<file path="config.mk">
export PLATFORM = sky130hd
export DESIGN_NAME = clock_monitor
export DESIGN_NICKNAME = d
export VERILOG_FILES = /design/src/rtl/clock_monitor_pkg.sv /design/src/rtl/sync_edge_detect.sv /design/src/rtl/clock_monitor.sv
export SDC_FILE = /design/constraint.sdc
export NUM_CORES = 1
export LEC_CHECK = 0
export CAP_MARGIN = 30
export CORE_UTILIZATION = 50
export DETAILED_ROUTE_END_ITERATION = 10
export PLACE_DENSITY = 0.74
export SETUP_SLACK_MARGIN = 0.4
export SLEW_MARGIN = 5
export SYNTH_ARGS = -nofsm -noshare
export SYNTH_HDL_FRONTEND = slang
export SYNTH_SLANG_ARGS = --single-unit
</file>
<file path="constraint.sdc">
create_clock -name inp_clk -period 2.2 [get_ports inp_clk]
set_input_delay 0.33 -clock inp_clk [delete_from_list [all_inputs] [get_ports inp_clk]]
set_output_delay 0.33 -clock inp_clk [all_outputs]
set_load 0.05 [all_outputs]
</file>
<file path="src/rtl/clock_monitor_pkg.sv">
// Shared types and default constants for the divided-clock monitor.
package clock_monitor_pkg;

  typedef enum logic [1:0] {
    IDLE    = 2'd0,
    MEASURE = 2'd1,
    LOCKED  = 2'd2,
    FAULT   = 2'd3
  } mon_state_t;

  localparam int NOMINAL_HALF = 8333334;
  localparam int DEF_TOL      = 1024;
  localparam int DEF_LOCK_CNT = 4;

endpackage

</file>
<file path="src/rtl/sync_edge_detect.sv">
// Brings the asynchronous monitored clock into the local domain and emits a
// registered one-cycle pulse per transition of either polarity.
module sync_edge_detect (
  input  logic clk,
  input  logic rst_n,
  input  logic async_in,
  output logic edge_det
);

  // [0] and [1] form the metastability pair, [2] holds the previous level
  logic [2:0] sync_pipe;

  always_ff @(posedge clk) begin
    if (!rst_n) begin
      sync_pipe <= '0;
      edge_det  <= 1'b0;
    end else begin
      sync_pipe <= {sync_pipe[1:0], async_in};
      edge_det  <= sync_pipe[1] ^ sync_pipe[2];
    end
  end

endmodule

</file>
<file path="src/rtl/clock_monitor.sv">
// Measures every half-period of the monitored clock, declares lock after a run
// of in-tolerance measurements and flags out-of-range or stuck clocks.
module clock_monitor
  import clock_monitor_pkg::*;
#(
  parameter int CNT_W    = 25,
  parameter int NOMINAL  = NOMINAL_HALF,
  parameter int TOL      = DEF_TOL,
  parameter int LOCK_CNT = DEF_LOCK_CNT,
  parameter int TIMEOUT  = 2 * NOMINAL
) (
  input  logic             inp_clk,
  input  logic             inp_rst_n,
  input  logic             inp_mon,
  output logic [CNT_W-1:0] out_half_period,
  output logic             out_valid,
  output logic             out_edge,
  output logic             out_locked,
  output logic             out_fault
);

  localparam int GOOD_W = $clog2(LOCK_CNT + 1);

  // Window bounds carry one extra bit so NOMINAL+TOL never wraps
  localparam logic [CNT_W:0]    LO_V   = (CNT_W+1)'((NOMINAL > TOL) ? NOMINAL - TOL : 0);
  localparam logic [CNT_W:0]    HI_V   = (CNT_W+1)'(NOMINAL + TOL);
  localparam logic [CNT_W:0]    ONE_W  = (CNT_W+1)'(1);
  localparam logic [CNT_W-1:0]  TO_V   = CNT_W'(TIMEOUT);
  localparam logic [CNT_W-1:0]  TO_M1  = CNT_W'(TIMEOUT - 1);
  localparam logic [CNT_W-1:0]  CNT_1  = CNT_W'(1);
  localparam logic [GOOD_W-1:0] LOCK_V = GOOD_W'(LOCK_CNT);
  localparam logic [GOOD_W-1:0] GOOD_1 = GOOD_W'(1);

  logic              edge_det;
  logic [CNT_W-1:0]  cnt;
  logic [CNT_W:0]    meas;
  logic              in_range;
  logic              timeout;
  mon_state_t        state, state_nxt;
  logic [GOOD_W-1:0] good_cnt, good_nxt;
  logic              publish;

  sync_edge_detect u_sync (
    .clk      (inp_clk),
    .rst_n    (inp_rst_n),
    .async_in (inp_mon),
    .edge_det (edge_det)
  );

  // Counter value in the edge cycle is H-1 for a half-period of H cycles
  assign meas     = {1'b0, cnt} + ONE_W;
  assign in_range = (meas >= LO_V) && (meas <= HI_V);
  assign timeout  = !edge_det && (cnt == TO_M1);

  always_ff @(posedge inp_clk) begin
    if (!inp_rst_n)         cnt <= '0;
    else if (edge_det)      cnt <= '0;
    else if (cnt != TO_V)   cnt <= cnt + CNT_1;
  end

  always_ff @(posedge inp_clk) begin
    if (!inp_rst_n) begin
      state    <= IDLE;
      good_cnt <= '0;
    end else begin
      state    <= state_nxt;
      good_cnt <= good_nxt;
    end
  end

  // Edge handling is tested before timeout so an edge always wins a tie
  always_comb begin
    state_nxt = state;
    good_nxt  = good_cnt;
    publish   = 1'b0;
    case (state)
      IDLE: begin
        if (edge_det)     state_nxt = MEASURE;
        else if (timeout) state_nxt = FAULT;
      end
      MEASURE: begin
        if (edge_det) begin
          publish = 1'b1;
          if (!in_range) begin
            good_nxt = '0;
          end else if (good_cnt + GOOD_1 == LOCK_V) begin
            state_nxt = LOCKED;
            good_nxt  = '0;
          end else begin
            good_nxt = good_cnt + GOOD_1;
          end
        end else if (timeout) begin
          state_nxt = FAULT;
        end
      end
      LOCKED: begin
        if (edge_det) begin
          publish = 1'b1;
          if (!in_range) state_nxt = FAULT;
        end else if (timeout) begin
          state_nxt = FAULT;
        end
      end
      FAULT: begin
        if (edge_det) begin
          state_nxt = MEASURE;
          good_nxt  = '0;
        end
      end
      default: state_nxt = IDLE;
    endcase
  end

  // Status flags follow the next state so they move with the valid pulse
  always_ff @(posedge inp_clk) begin
    if (!inp_rst_n) begin
      out_half_period <= '0;
      out_valid       <= 1'b0;
      out_edge        <= 1'b0;
      out_locked      <= 1'b0;
      out_fault       <= 1'b0;
    end else begin
      out_valid  <= publish;
      out_edge   <= edge_det;
      out_locked <= (state_nxt == LOCKED);
      out_fault  <= (state_nxt == FAULT);
      if (publish) out_half_period <= meas[CNT_W-1:0];
    end
  end

endmodule

</file>
## Word-level counts from Yosys, hierarchy flattened

Index checks and enable logic that the tools add are counted.

- Latch bits: 0
- Word-level logic and storage cells: 51
- RAM bits: 0
- Output and inout bits: 29
- Input bits: 3
- Memories: 0
- Flip-flop bits (word level): 63
- Bits in read-only memories: 0

- Add/sub/neg operators: 3
- Div/mod/pow operators: 0
- Shift-type cells: 0
- Magnitude comparators: 2
- Eq/ne operators: 10
- Multipliers: 0
- Bitwise logic cells: 2
- Multiplexer cells: 16
- Reductions and logical operators: 8

Operator list:

| cell | number |
|---|---|
| $add A25 B1 Y26 const B | 1 |
| $ge A26 B23 Y1 const B | 1 |
| $le A26 B23 Y1 const B | 1 |
| $add A25 B1 Y25 const B | 1 |
| $eq A25 B24 Y1 const B | 1 |
| $ne A25 B24 Y1 const B | 1 |
| $mux W2 | 8 |
| $mux W3 | 4 |
| $eq A2 B2 Y1 const B | 4 |
| $pmux W2 S4 | 1 |
| $pmux W3 S2 | 1 |
| $ne A2 B1 Y1 const B | 2 |
| $reduce_or A2 Y1 | 2 |
| $add A3 B1 Y3 const B | 1 |
| $eq A3 B3 Y1 const B | 1 |
| $reduce_and A3 Y1 | 1 |
| $eq A2 B1 Y1 const B | 1 |
| $logic_and A1 B1 Y1 | 2 |
| $logic_not A2 Y1 | 1 |
| $mux W1 | 2 |
| $reduce_bool A2 Y1 | 1 |
| $logic_not A1 Y1 | 1 |
| $not A1 Y1 | 1 |
| $xor A1 B1 Y1 | 1 |

## Longest topological paths before layout

Gate-level depths: netlist (run 1).

- Depth in word-level cells: 7
- Gate-level depth with buffers: 12
- Mapped depth without buffers: 10

## Hierarchy

From an unflattened synthesis (run 1), not the netlist that was laid out.

- Cell total of the unflattened synthesis: 352
- Area, all modules: 3155.5 um^2

Modules (own cells, without submodules):

| module | area an instance (um^2) | sequential area each (um^2) | cells each | times used |
|---|---|---|---|---|
| clock_monitor | 3040.4 | 1181.1 | 343 | 1 |
| sync_edge_detect | 115.1 | 80.1 | 9 | 1 |

## Least setup slack after synthesis (run 1)

Ideal clock, no wire load.

- Path type: flip-flop to flip-flop
- Start point: reg cnt[1]
- End point: reg out_locked
- Required time: 2141 ps
- Setup slack: -252 ps
- Library setup time: 59 ps
- Stages on the path, launching flop included: 12
- Arrival: 2393 ps
- Buffers on the path: 2
- Clock period less this slack: 2452 ps
- Cell sequence: dfxtp_1 > ha_1 > buf_2 > and4_1 > buf_2 > a41oi_1 > a211o_1 > o31ai_1 > nand4_1 > nor4_2 > o211a_1 > and2_1

- Longest elaborated chain between the ends: 7
- Elaborated cells on any way between the ends: 14
- Classes of those cells: 1 x add/sub; 2 x order compare; 2 x eq/ne; 7 x mux; 2 x reduce/logical

RTL lines:

| element | line | text |
|---|---|---|
| start, declared | clock_monitor.sv:35 | `logic [CNT_W-1:0] cnt;` |
| start signal, assigned | clock_monitor.sv:58 | `else if (cnt != TO_V) cnt <= cnt + CNT_1;` |
| $add A25 B1 Y26 | clock_monitor.sv:51 | `assign meas = {1'b0, cnt} + ONE_W;` |
| $ge A26 B23 Y1 or $le A26 B23 Y1 (tied branches) | clock_monitor.sv:52 | `assign in_range = (meas >= LO_V) && (meas <= HI_V);` |
| $logic_and A1 B1 Y1 | clock_monitor.sv:52 |  |
| $mux W2, on equally long branches | clock_monitor.sv:99, clock_monitor.sv:84 |  |
| $mux W2, on equally long branches | clock_monitor.sv:97, clock_monitor.sv:82 |  |
| $pmux W2 S4 * | clock_monitor.sv:76 | `case (state)` |
| $eq A2 B2 Y1 * | clock_monitor.sv:125 | `out_locked <= (state_nxt == LOCKED);` |
| end signal, assigned | clock_monitor.sv:125 |  |
| end, declared | clock_monitor.sv:18 | `output logic out_locked,` |

Every way passes the cells marked *; elsewhere a longest branch is shown, timed or not.
A chain may end at the register's enable or synchronous reset.

## Final worst setup path (run 1)

- Start point: reg cnt[0]
- End point: reg out_fault

- Longest elaborated chain between the ends: 7
- Elaborated cells on any way between the ends: 14
- Classes of those cells: 1 x add/sub; 2 x order compare; 2 x eq/ne; 7 x mux; 2 x reduce/logical

RTL lines:

| element | line | text |
|---|---|---|
| $add A25 B1 Y26 | clock_monitor.sv:51 |  |
| $ge A26 B23 Y1 or $le A26 B23 Y1 (tied branches) | clock_monitor.sv:52 |  |
| $logic_and A1 B1 Y1 | clock_monitor.sv:52 |  |
| $mux W2, on equally long branches | clock_monitor.sv:99, clock_monitor.sv:84 |  |
| $mux W2, on equally long branches | clock_monitor.sv:97, clock_monitor.sv:82 |  |
| $pmux W2 S4 * | clock_monitor.sv:76 |  |
| $eq A2 B2 Y1 * | clock_monitor.sv:126 | `out_fault <= (state_nxt == FAULT);` |
| end signal, assigned | clock_monitor.sv:126 |  |
| end, declared | clock_monitor.sv:19 | `output logic out_fault` |

Marks and branches as above.

==> impl_metrics.csv, run 1 <==
group,metric,value,unit
floorplan,coreArea,0.00599,mm²
power,powerDensity,512,mW/mm²
drt,via_count,3288,
yosys,seq_area_frac_synth,40.3,%
sta,maxSlewViolCount,0,
yosys,syn_area,0.00313,mm²
cts,ctsRootBufferMaster,"clkbuf_8",
worst_setup_path,endpoint,"out_fault",
place,gp_congestion,0.894,
finish,final_common_cell,"buf_4",
place,placed_cells,507,
worst_setup_path,arrival,2.86,ns
grt,first_global_vias,2819,
finish,nets,473,
grt,grt_max_degree,29,
worst_setup_path,rrSetupSlack,-0.38,ns
yosys,synth_cells,352,
worst_setup_path,startpoint_type,"flop",
worst_setup_path,r2r_end,"out_fault",
sta,setup_ws,-0.380,ns
finish,n_antenna_cell,0,
worst_setup_path,r2r_cells,11,
place,pre_cts_ws,-0.335,ns
yosys,avgSynthCellArea,8.89,µm²
yosys,synth-main-ff-cell,"dfxtp_1",
status,status,"finished with violations",
yosys,synth-edff-count,0,
worst_setup_path,worstPathMaxFanout,3,
sta,max_clock_freq,388,MHz
sta,finalHoldViolCount,0,
cts,clockBufferDepth,2,
finish,finish.instance_area,0.00500,mm²
drt,firstDrtPassIters,5,
status,violations,"negative setup slack",
sta,fin_skew,0.00811,ns
drt,wl_met1,4340,µm
grt,grtUsageTotal,26.4,%
finish,finalNonFillerCells,540,
worst_setup_path,worstPathRequired,2.48,ns
yosys,synth.distinct_cells,55,
worst_setup_path,reg2reg_from,"cnt[0]",
drt,topRoutingLayerUsed,"met4",
drt,antenna_left,0,
drt,drt_iter0_markers,206,
drt,wirelength,10900,µm
power,vdd_drop_max,0.000641,V
job,maxCapViolations,0,
floorplan,die_area,0.00658,mm²
cts,htreeDepth,3,
floorplan,start_util,52.2,%
drt,met3_length,666,µm
finish,final_core_util,83.5,%
grt,grt_first_pass_wirelength,13000,µm
sta,slew-limit-headroom,58.8,%
sta,min_period,2.58,ns
yosys,ys_ff_latch,63,
place,dp_hpwl,5500,µm
hold_path,hold_path.class,"flop to flop",
worst_setup_path,worst-setup-path-type,"flop to flop",
finish,syn_to_final_growth,59.9,%
finish,final_cell_mix,"78 x buf_4, 50 x dfxtp_1, 31 x nand2_1",
worst_setup_path,end_kind,"flop",
place,port-buffer-count,31,
power,p_leak,2.39,nW
worst_setup_path,worstSetupStartpoint,"cnt[0]",
grt,grt.overflow.total,0,
grt,antenna_found_initial,0,
yosys,yosys_warnings,0,
yosys,syn-num-nets,364,
sta,fin_crit_sh,117,%
drt,wl_per_cell,20.1,µm
floorplan,fp.dieH,81.1,µm
yosys,async_flop_share,0,%
cts,clock_sinks,63,
cts,clk_pin_slew,0.07,ns
sta,worst_slew_pin_slew,0.612,ns
sta,setup_viol,7,
cts,cts_made_buffers,9,
cts,clk-insertion-delay-late,0.35,ns
finish,layout-drive-gt1-share,45.2,%
floorplan,die_w,81.1,µm
cts,cts_tree,"yes",
drt,dr_wl_met2,5410,µm
sta,rsz0062_at_grt,"yes",
drt,via_per_inst,6.09,
drt,drc_errors,0,
floorplan,io_pins,32,
power,power,2.56,mW
place,dpl_cell_area,0.00409,mm²
floorplan,rows,28,
## registers in the layout (all words and copies together) (netlist names)
name	count
cnt	25
good_cnt	3
out_edge	1
out_fault	1
out_half_period	25
out_locked	1
out_valid	1
state	2
u_sync.edge_det	1
u_sync.sync_pipe	3
## Yosys cell counts (5+ instances only)
library cell  instances  share of area [%]
a21oi_1               7                1.1
and2_1                7                1.4
buf_2                12                1.9
clkbuf_1             13                1.6
dfxtp_1              63                 40
ha_1                  9                3.6
inv_1                 6               0.72
nand2_1              36                4.3
nand3_1              14                2.2
nand4_1              10                2.0
nor2_1               36                4.3
nor2b_1               6                1.2
nor3_1                9                1.4
nor4_1                5                1.0
o211a_1              26                8.3
o21ai_0               5               0.80
xnor2_1              16                4.5
xor2_1               12                3.4
## worst max-delay path, stage by stage (launching register included)
cell	delay [ns]
dfxtp_4	0.38
ha_4	0.16
nand4_1	0.17
buf_4	0.21
nor2_2	0.17
xnor2_2	0.16
a31oi_4	0.15
o31ai_4	0.27
nand4_1	0.22
nor4_4	0.28
o21a_1	0.20
nor2b_1	0.16
## final cells by class
class                   count  area (µm²)
multi-input cells         255        2320
flip-flops and latches     63        1290
repair buffers            125        1070
fillers                   300         987
clock buffers              12         155
well taps                  75        93.8
clock inverters             3        42.5
inverters                   7        26.3
## layer usage
metal,GRT usage [%],up-vias
met1,30.8,1618
met4,9.46,0
met3,7.42,50
met2,46.0,165
met5,0,-
li1,-,1455
## worst min path at each step
| stage | slack, ns | endpoint | cells past startpoint | startpoint |
|---|---|---|---|---|
| detailed placement | 0.43 | u_sync.sync_pipe[1] | 1 | u_sync.sync_pipe[0] |
| global placement | 0.42 | u_sync.sync_pipe[1] | 1 | u_sync.sync_pipe[0] |
| global route | 0.48 | u_sync.sync_pipe[1] | 1 | u_sync.sync_pipe[0] |
| CTS | 0.45 | u_sync.sync_pipe[1] | 1 | u_sync.sync_pipe[0] |
| floorplan | 0.41 | u_sync.sync_pipe[1] | 1 | u_sync.sync_pipe[0] |
| finish | 0.45 | u_sync.sync_pipe[1] | 1 | u_sync.sync_pipe[0] |
## power breakdown
group          switching [mW]  internal, mW  total [mW]
logic                   0.205         0.123       0.328
clock network           0.462         0.577        1.04
registers              0.0270          1.17        1.19
total                   0.694          1.87        2.56
## through the flow
step	TNS, ns	hold slack, ns
2_1_floorplan	-0.331	0.412
3_3_place_gp	-1.08	0.424
3_5_place_dp	-1.66	0.425
4_1_cts	-1.38	0.451
5_1_grt	-2.89	0.485
6_report	-1.98	0.450
## kinds of logic after synthesis
logic type | after synthesis | synth area share, %
DFF | 63 | 40.3
buffers and inverters | 34 | 4.60
muxes | 2 | 0.640
adders and majority gates | 9 | 3.60
xor gates and xnor gates | 28 | 7.84
AOI/OAI and AO/OA | 58 | 14.9
and+or+nand+nor | 158 | 28.1
## what timing repair did
| action | 4_1_cts | 5_1_grt |
|---|---|---|
| pin swaps | 28 | 40 |
| setup endpoints to repair | 60 | 42 |
| buffers inserted | 3 | 15 |
| gates resized for setup | 71 | 89 |
| hold buffers | 0 | 0 |
Note: power is estimated with default switching activity, not from simulation.
==> inputs of run 2 (changes only) <==
--- a/config.mk
+++ b/config.mk
@@ -9,6 +9,7 @@
 export CORE_UTILIZATION = 50
 export DETAILED_ROUTE_END_ITERATION = 10
 export PLACE_DENSITY = 0.74
+export RECOVER_POWER = 50
 export SETUP_SLACK_MARGIN = 0.4
 export SLEW_MARGIN = 5
 export SYNTH_ARGS = -nofsm -noshare
==> impl_metrics.csv, run 2 (synthesis results as in run 1) <==
group,metric,value,unit
worst_setup_path,rrSetupSlack,-0.37,ns
cts,clockBufferDepth,2,
floorplan,rows,28,
hold_path,hp-start,"u_sync.sync_pipe[0]",
status,violations,"negative setup slack",
power,switchingPower,692,µW
sta,rsz0062_at_grt,"yes",
drt,via_count,3236,
grt,antenna_found_initial,0,
sta,max_clock_freq,389,MHz
cts,ctsRootBufferMaster,"clkbuf_8",
worst_setup_path,reg2reg_from,"cnt[0]",
worst_setup_path,worst-setup-path-type,"flop to flop",
finish,largestRegisters,"cnt (25), out_half_period (25)",
cts,clk-insertion-delay-late,0.35,ns
sta,worst_slew_pin_slew,0.838,ns
cts,clk_pin_slew,0.07,ns
worst_setup_path,critPathMaxStageDelay,0.38,ns
status,status,"finished with violations",
power,intPower,1.86,mW
grt,first_global_vias,2819,
cts,cts_tree,"yes",
floorplan,coreArea,0.00599,mm²
power,pwr-share-clk,40.6,%
power,p_leak,2.32,nW
cts,htreeDepth,3,
sta,fin_crit_sh,117,%
sta,setup_viol,7,
floorplan,die_w,81.1,µm
worst_setup_path,worstSetupStartpoint,"cnt[0]",
drt,drt_iter0_markers,214,
hold_path,hold_path.class,"flop to flop",
sta,slew-limit-headroom,44.1,%
grt,grtUsageTotal,26.4,%
sta,min_period,2.57,ns
finish,nFillCells,303,
drt,wirelength,10800,µm
finish,final_core_util,83.0,%
worst_setup_path,critPathSlowestCell,"dfxtp_4",
power,vdd_drop_max,0.000640,V
worst_setup_path,arrival,2.85,ns
sta,setup_ws,-0.370,ns
cts,cts_made_buffers,9,
worst_setup_path,startpoint_type,"flop",
drt,drc_errors,0,
job,maxCapViolations,0,
worst_setup_path,path_common_cell,"nand4_1",
place,gp_congestion,0.894,
sta,fin_skew,0.00793,ns
finish,seq_area,0.00129,mm²
grt,grt.overflow.total,0,
floorplan,start_util,52.2,%
finish,final_cell_mix,"76 x buf_4, 50 x dfxtp_1, 31 x nand2_1",
power,powerDensity,514,mW/mm²
drt,wl_per_cell,20.1,µm
drt,via_per_inst,5.99,
finish,n_antenna_cell,0,
floorplan,die_area,0.00658,mm²
finish,syn_to_final_growth,58.8,%
finish,nets,473,
worst_setup_path,worstPathMaxFanout,3,
power,seqPwrFrac,46.7,%
sta,timing.hold.ws,0.450,ns
finish,final_common_cell,"buf_4",
drt,antenna_left,0,
place,port-buffer-count,31,
worst_setup_path,end_kind,"flop",
finish,layout-drive-gt1-share,44.7,%
grt,grt_max_degree,29,
cts,holdBufCountCts,0,
drt,firstDrtPassIters,5,
worst_setup_path,cp_cell_sequence,"ha_4 -> nand4_1 -> buf_4 -> nor2_2 -> xnor2_2 -> a31oi_4 -> o31ai_4 -> nand4_1 -> nor4_4 -> o21a_1 -> nor2b_1",
floorplan,fp.dieH,81.1,µm
cts,clock_sinks,63,
finish,multi_input_area,0.00232,mm²
floorplan,io_pins,32,
sta,finalHoldViolCount,0,
grt,grt_first_pass_wirelength,13000,µm
sta,maxSlewViolCount,0,
worst_setup_path,worstPathRequired,2.48,ns
power,combPwrFrac,12.7,%
power,p_sw_share,27.1,%
place,dp_hpwl,5500,µm
[run 2: layer usage]
metal	global-route usage, %	up-vias	wire (µm)	share of wire [%]
li1	-	1450	-	-
met1	30.8	1575	4260	39
met2	46.0	157	5400	50
met3	7.42	54	709	6.5
met4	9.46	0	476	4.4
met5	0	-	0	0
[run 2: power groups by stage]
stage,Sequential [mW],Combinational [mW],Clock [mW]
after global routing,1.20,0.346,1.09
after floorplan,1.27,0.152,0
after global placement,1.22,0.290,0
after CTS,1.19,0.296,1.04
after detailed placement,1.22,0.297,0
final,1.19,0.324,1.04
[run 2: layout make-up]
class / instances / share of cell area [%]
Clock buffer: 12 / 3.12
Clock inverter: 3 / 0.856
Inverter: 7 / 0.529
Multi-Input combinational cell: 255 / 46.7
Sequential cell: 63 / 26.0
Tap cell: 75 / 1.89
Timing Repair Buffer: 125 / 20.9
[run 2: what timing repair did]
item | 4_1_cts | 5_1_grt
buffers inserted | 3 | 15
pin swaps | 28 | 40
resized for setup | 71 | 89
endpoints found under the setup margin | 60 | 42
[run 2: worst paths after layout]
check | to | depth (start not counted)
setup / recovery | out_fault | 11
hold / removal | u_sync.sync_pipe[1] | 1
setup reg to reg | out_fault | 11
hold reg to reg | u_sync.sync_pipe[1] | 1
[run 2: critical path: cells and delay by family, from the launching register on]
| kind | cells | cell delay [ns] |
|---|---|---|
| compound gates | 3 | 0.62 |
| fa+ha+maj | 1 | 0.15 |
| simple gates | 5 | 0.99 |
| xor+xnor | 1 | 0.16 |
| buf+inv | 1 | 0.20 |
| flops | 1 | 0.38 |
[run 2: through the flow]
step | power [mW] | TNS (ns) | area [µm²] | instances | setup slack, ns
5_1_grt | 2.63 | -2.90 | 4970 | 540 | -0.511
2_1_floorplan | 1.43 | -0.331 | 3220 | 352 | -0.115
6_report | 2.56 | -1.94 | 4970 | 540 | -0.370
4_1_cts | 2.53 | -1.38 | 4470 | 525 | -0.267
3_5_place_dp | 1.52 | -1.66 | 4090 | 507 | -0.335
3_3_place_gp | 1.51 | -1.08 | 4090 | 507 | -0.239
==> inputs of run 3 (changes only) <==
--- a/config.mk
+++ b/config.mk
@@ -8,7 +8,7 @@
 export CAP_MARGIN = 30
 export CORE_UTILIZATION = 50
 export DETAILED_ROUTE_END_ITERATION = 10
-export PLACE_DENSITY = 0.74
+export PLACE_DENSITY = 0.72
 export RECOVER_POWER = 50
 export SETUP_SLACK_MARGIN = 0.4
 export SLEW_MARGIN = 5
==> constraint.sdc (replaced) <==
create_clock -name inp_clk -period 3.2 [get_ports inp_clk]
set_input_delay 0.48 -clock inp_clk [delete_from_list [all_inputs] [get_ports inp_clk]]
set_output_delay 0.48 -clock inp_clk [all_outputs]
set_load 0.05 [all_outputs]
==> impl_metrics.csv, run 3 (synthesis results as in run 1) <==
group,metric,value,unit
cts,clock_sinks,63,
finish,largestRegisters,"cnt (25), out_half_period (25)",
finish,syn_to_final_growth,19.8,%
sta,worst_slew_pin_slew,0.952,ns
cts,ctsRootBufferMaster,"clkbuf_8",
floorplan,io_pins,32,
worst_setup_path,critPathMaxStageDelay,0.43,ns
sta,rsz0062_at_grt,"no",
finish,multi_input_area,0.00181,mm²
worst_setup_path,worst-setup-path-type,"flop to flop",
worst_setup_path,arrival,2.86,ns
grt,met3_usage,7.08,%
sta,setup_viol,0,
drt,via_per_inst,5.64,
worst_setup_path,endpoint,"out_locked",
floorplan,die_w,81.1,µm
grt,grtUsageTotal,23.4,%
sta,min_period,2.56,ns
power,p_leak,1.64,nW
status,status,"completed",
cts,cts_tree,"yes",
finish,final_cell_mix,"55 x dfxtp_1, 36 x nor2_1, 36 x nand2_1",
finish,final_common_cell,"dfxtp_1",
floorplan,fp.dieH,81.1,µm
grt,grt_busiest_layer,"met2",
sta,max_clock_freq,391,MHz
worst_setup_path,worstSetupStartpoint,"cnt[0]",
drt,antenna_left,0,
sta,slew-limit-headroom,36.5,%
power,vdd_drop_max,0.000329,V
finish,n_antenna_cell,0,
floorplan,coreArea,0.00599,mm²
worst_setup_path,r2r_end,"out_locked",
finish,seq_area,0.00127,mm²
cts,cts_made_buffers,9,
drt,wirelength,6840,µm
sta,maxSlewViolCount,0,
sta,tns,0,ns
sta,finalHoldViolCount,0,
floorplan,die_area,0.00658,mm²
place,dp_hpwl,4720,µm
grt,grt_first_pass_wirelength,11600,µm
worst_setup_path,worst-path-stages,11,
worst_setup_path,cp_cell_sequence,"ha_4 -> nand4_1 -> buf_4 -> nor2_1 -> xnor2_1 -> a31oi_1 -> o31ai_2 -> nand4_1 -> nor4_4 -> o211a_1 -> and2_1",
sta,timing.hold.ws,0.441,ns
worst_setup_path,path_common_cell,"nand4_1",
worst_setup_path,worstPathMaxFanout,12,
cts,clockBufferDepth,2,
power,powerDensity,451,mW/mm²
job,maxCapViolations,0,
floorplan,start_util,52.2,%
worst_setup_path,r2r_cells,11,
grt,grt.overflow.total,0,
finish,layout-drive-gt1-share,12.9,%
grt,use_met1,30.1,%
worst_setup_path,reg2reg_from,"cnt[0]",
drt,wl_per_cell,15.0,µm
floorplan,rows,28,
cts,clk-insertion-delay-late,0.35,ns
cts,clk_pin_slew,0.07,ns
place,port-buffer-count,31,
grt,antenna_found_initial,0,
drt,drt_iter0_markers,94,
worst_setup_path,critPathSlowestCell,"dfxtp_4",
power,power,1.69,mW
drt,drc_errors,0,
place,gp_congestion,0.920,
sta,fin_skew,0.00956,ns
worst_setup_path,startpoint_type,"flop",
worst_setup_path,cp_num_buf_inv,1,
drt,via_count,2567,
grt,first_global_vias,2366,
finish,nFillCells,533,
drt,firstDrtPassIters,4,
grt,met2_usage,37.1,%
grt,grt_max_degree,50,
worst_setup_path,worstPathRequired,3.50,ns
cts,htreeDepth,3,
worst_setup_path,crit_family,"compound AO/OA/AOI/OAI gates",
worst_setup_path,rrSetupSlack,0.64,ns
worst_setup_path,end_kind,"flop",
sta,fin_crit_sh,80.0,%
finish,nets,387,
hold_path,hold_path.class,"flop to flop",
-- run 3: cell count changes in the layout (fill, tap and decap cells not counted), moves of 5 or more --
cell	delta
buf_6	-13
clkdlybuf4s50_1	+20
nand2_1	+5
nand3_1	+7
xor2_1	+5
dfxtp_4	-5
dlygate4sd2_1	-25
dfxtp_1	+5
buf_4	-72
xnor2_1	+9
nor2_1	+16
dlygate4sd3_1	+8
xnor2_2	-8
nor2_4	-12
-- run 3: where the power goes --
group / switching, mW / internal (mW)
logic: 0.112 / 0.0695
registers: 0.0229 / 0.805
clock network: 0.300 / 0.381
total: 0.435 / 1.26
-- run 3: how the worst min path moves through the flow --
stage | slack (ns) | to | start | depth (start not counted)
5_1_grt | 0.47 | u_sync.sync_pipe[1] | u_sync.sync_pipe[0] | 1
3_3_place_gp | 0.42 | u_sync.sync_pipe[1] | u_sync.sync_pipe[0] | 1
4_1_cts | 0.45 | u_sync.sync_pipe[1] | u_sync.sync_pipe[0] | 1
3_5_place_dp | 0.44 | u_sync.sync_pipe[1] | u_sync.sync_pipe[0] | 1
6_report | 0.44 | u_sync.sync_pipe[1] | u_sync.sync_pipe[0] | 1
2_1_floorplan | 0.41 | u_sync.sync_pipe[1] | u_sync.sync_pipe[0] | 1
-- run 3: final cells by class --
cell class	instances	share of cell area, %
Inverter	7	0.701
Sequential cell	63	34.0
Clock inverter	3	1.13
Clock buffer	13	3.97
Multi-Input combinational cell	255	48.2
Timing Repair Buffer	39	9.51
Tap cell	75	2.50
-- run 3: worst register-to-register path, delay by kind of cell (launching register included) --
kind            cells  cell delay (ns)
simple gates        5             0.72
buf+inv             1             0.18
fa+ha+maj           1             0.21
compound gates      3             0.80
xor+xnor            1             0.19
flops               1             0.43
-- run 3: metrics by stage --
stage,utilization [%],worst slack (ns),cells,area (µm²)
floorplan,-,0.748,352,3130
global placement,57.8,0.315,437,3460
detailed placement,57.8,0.145,437,3460
CTS,61.2,0.406,453,3670
global route,62.6,0.417,455,3750
finish,62.6,0.640,455,3750
-- run 3: timing repair --
item,4_1_cts,5_1_grt
buffers inserted,0,2
gates cloned,0,0
setup endpoints to repair,7,7
pin swaps,0,2
gates resized for setup,5,20
hold buffers,0,0
-- run 3: routing by layer --
layer | up-vias | wire length [µm] | part of all wire [%]
met1 | 1220 | 3390 | 50
met3 | 7 | 285 | 4.2
met5 | - | 0 | 0
met2 | 50 | 3090 | 45
met4 | 0 | 73 | 1.1
li1 | 1290 | - | -
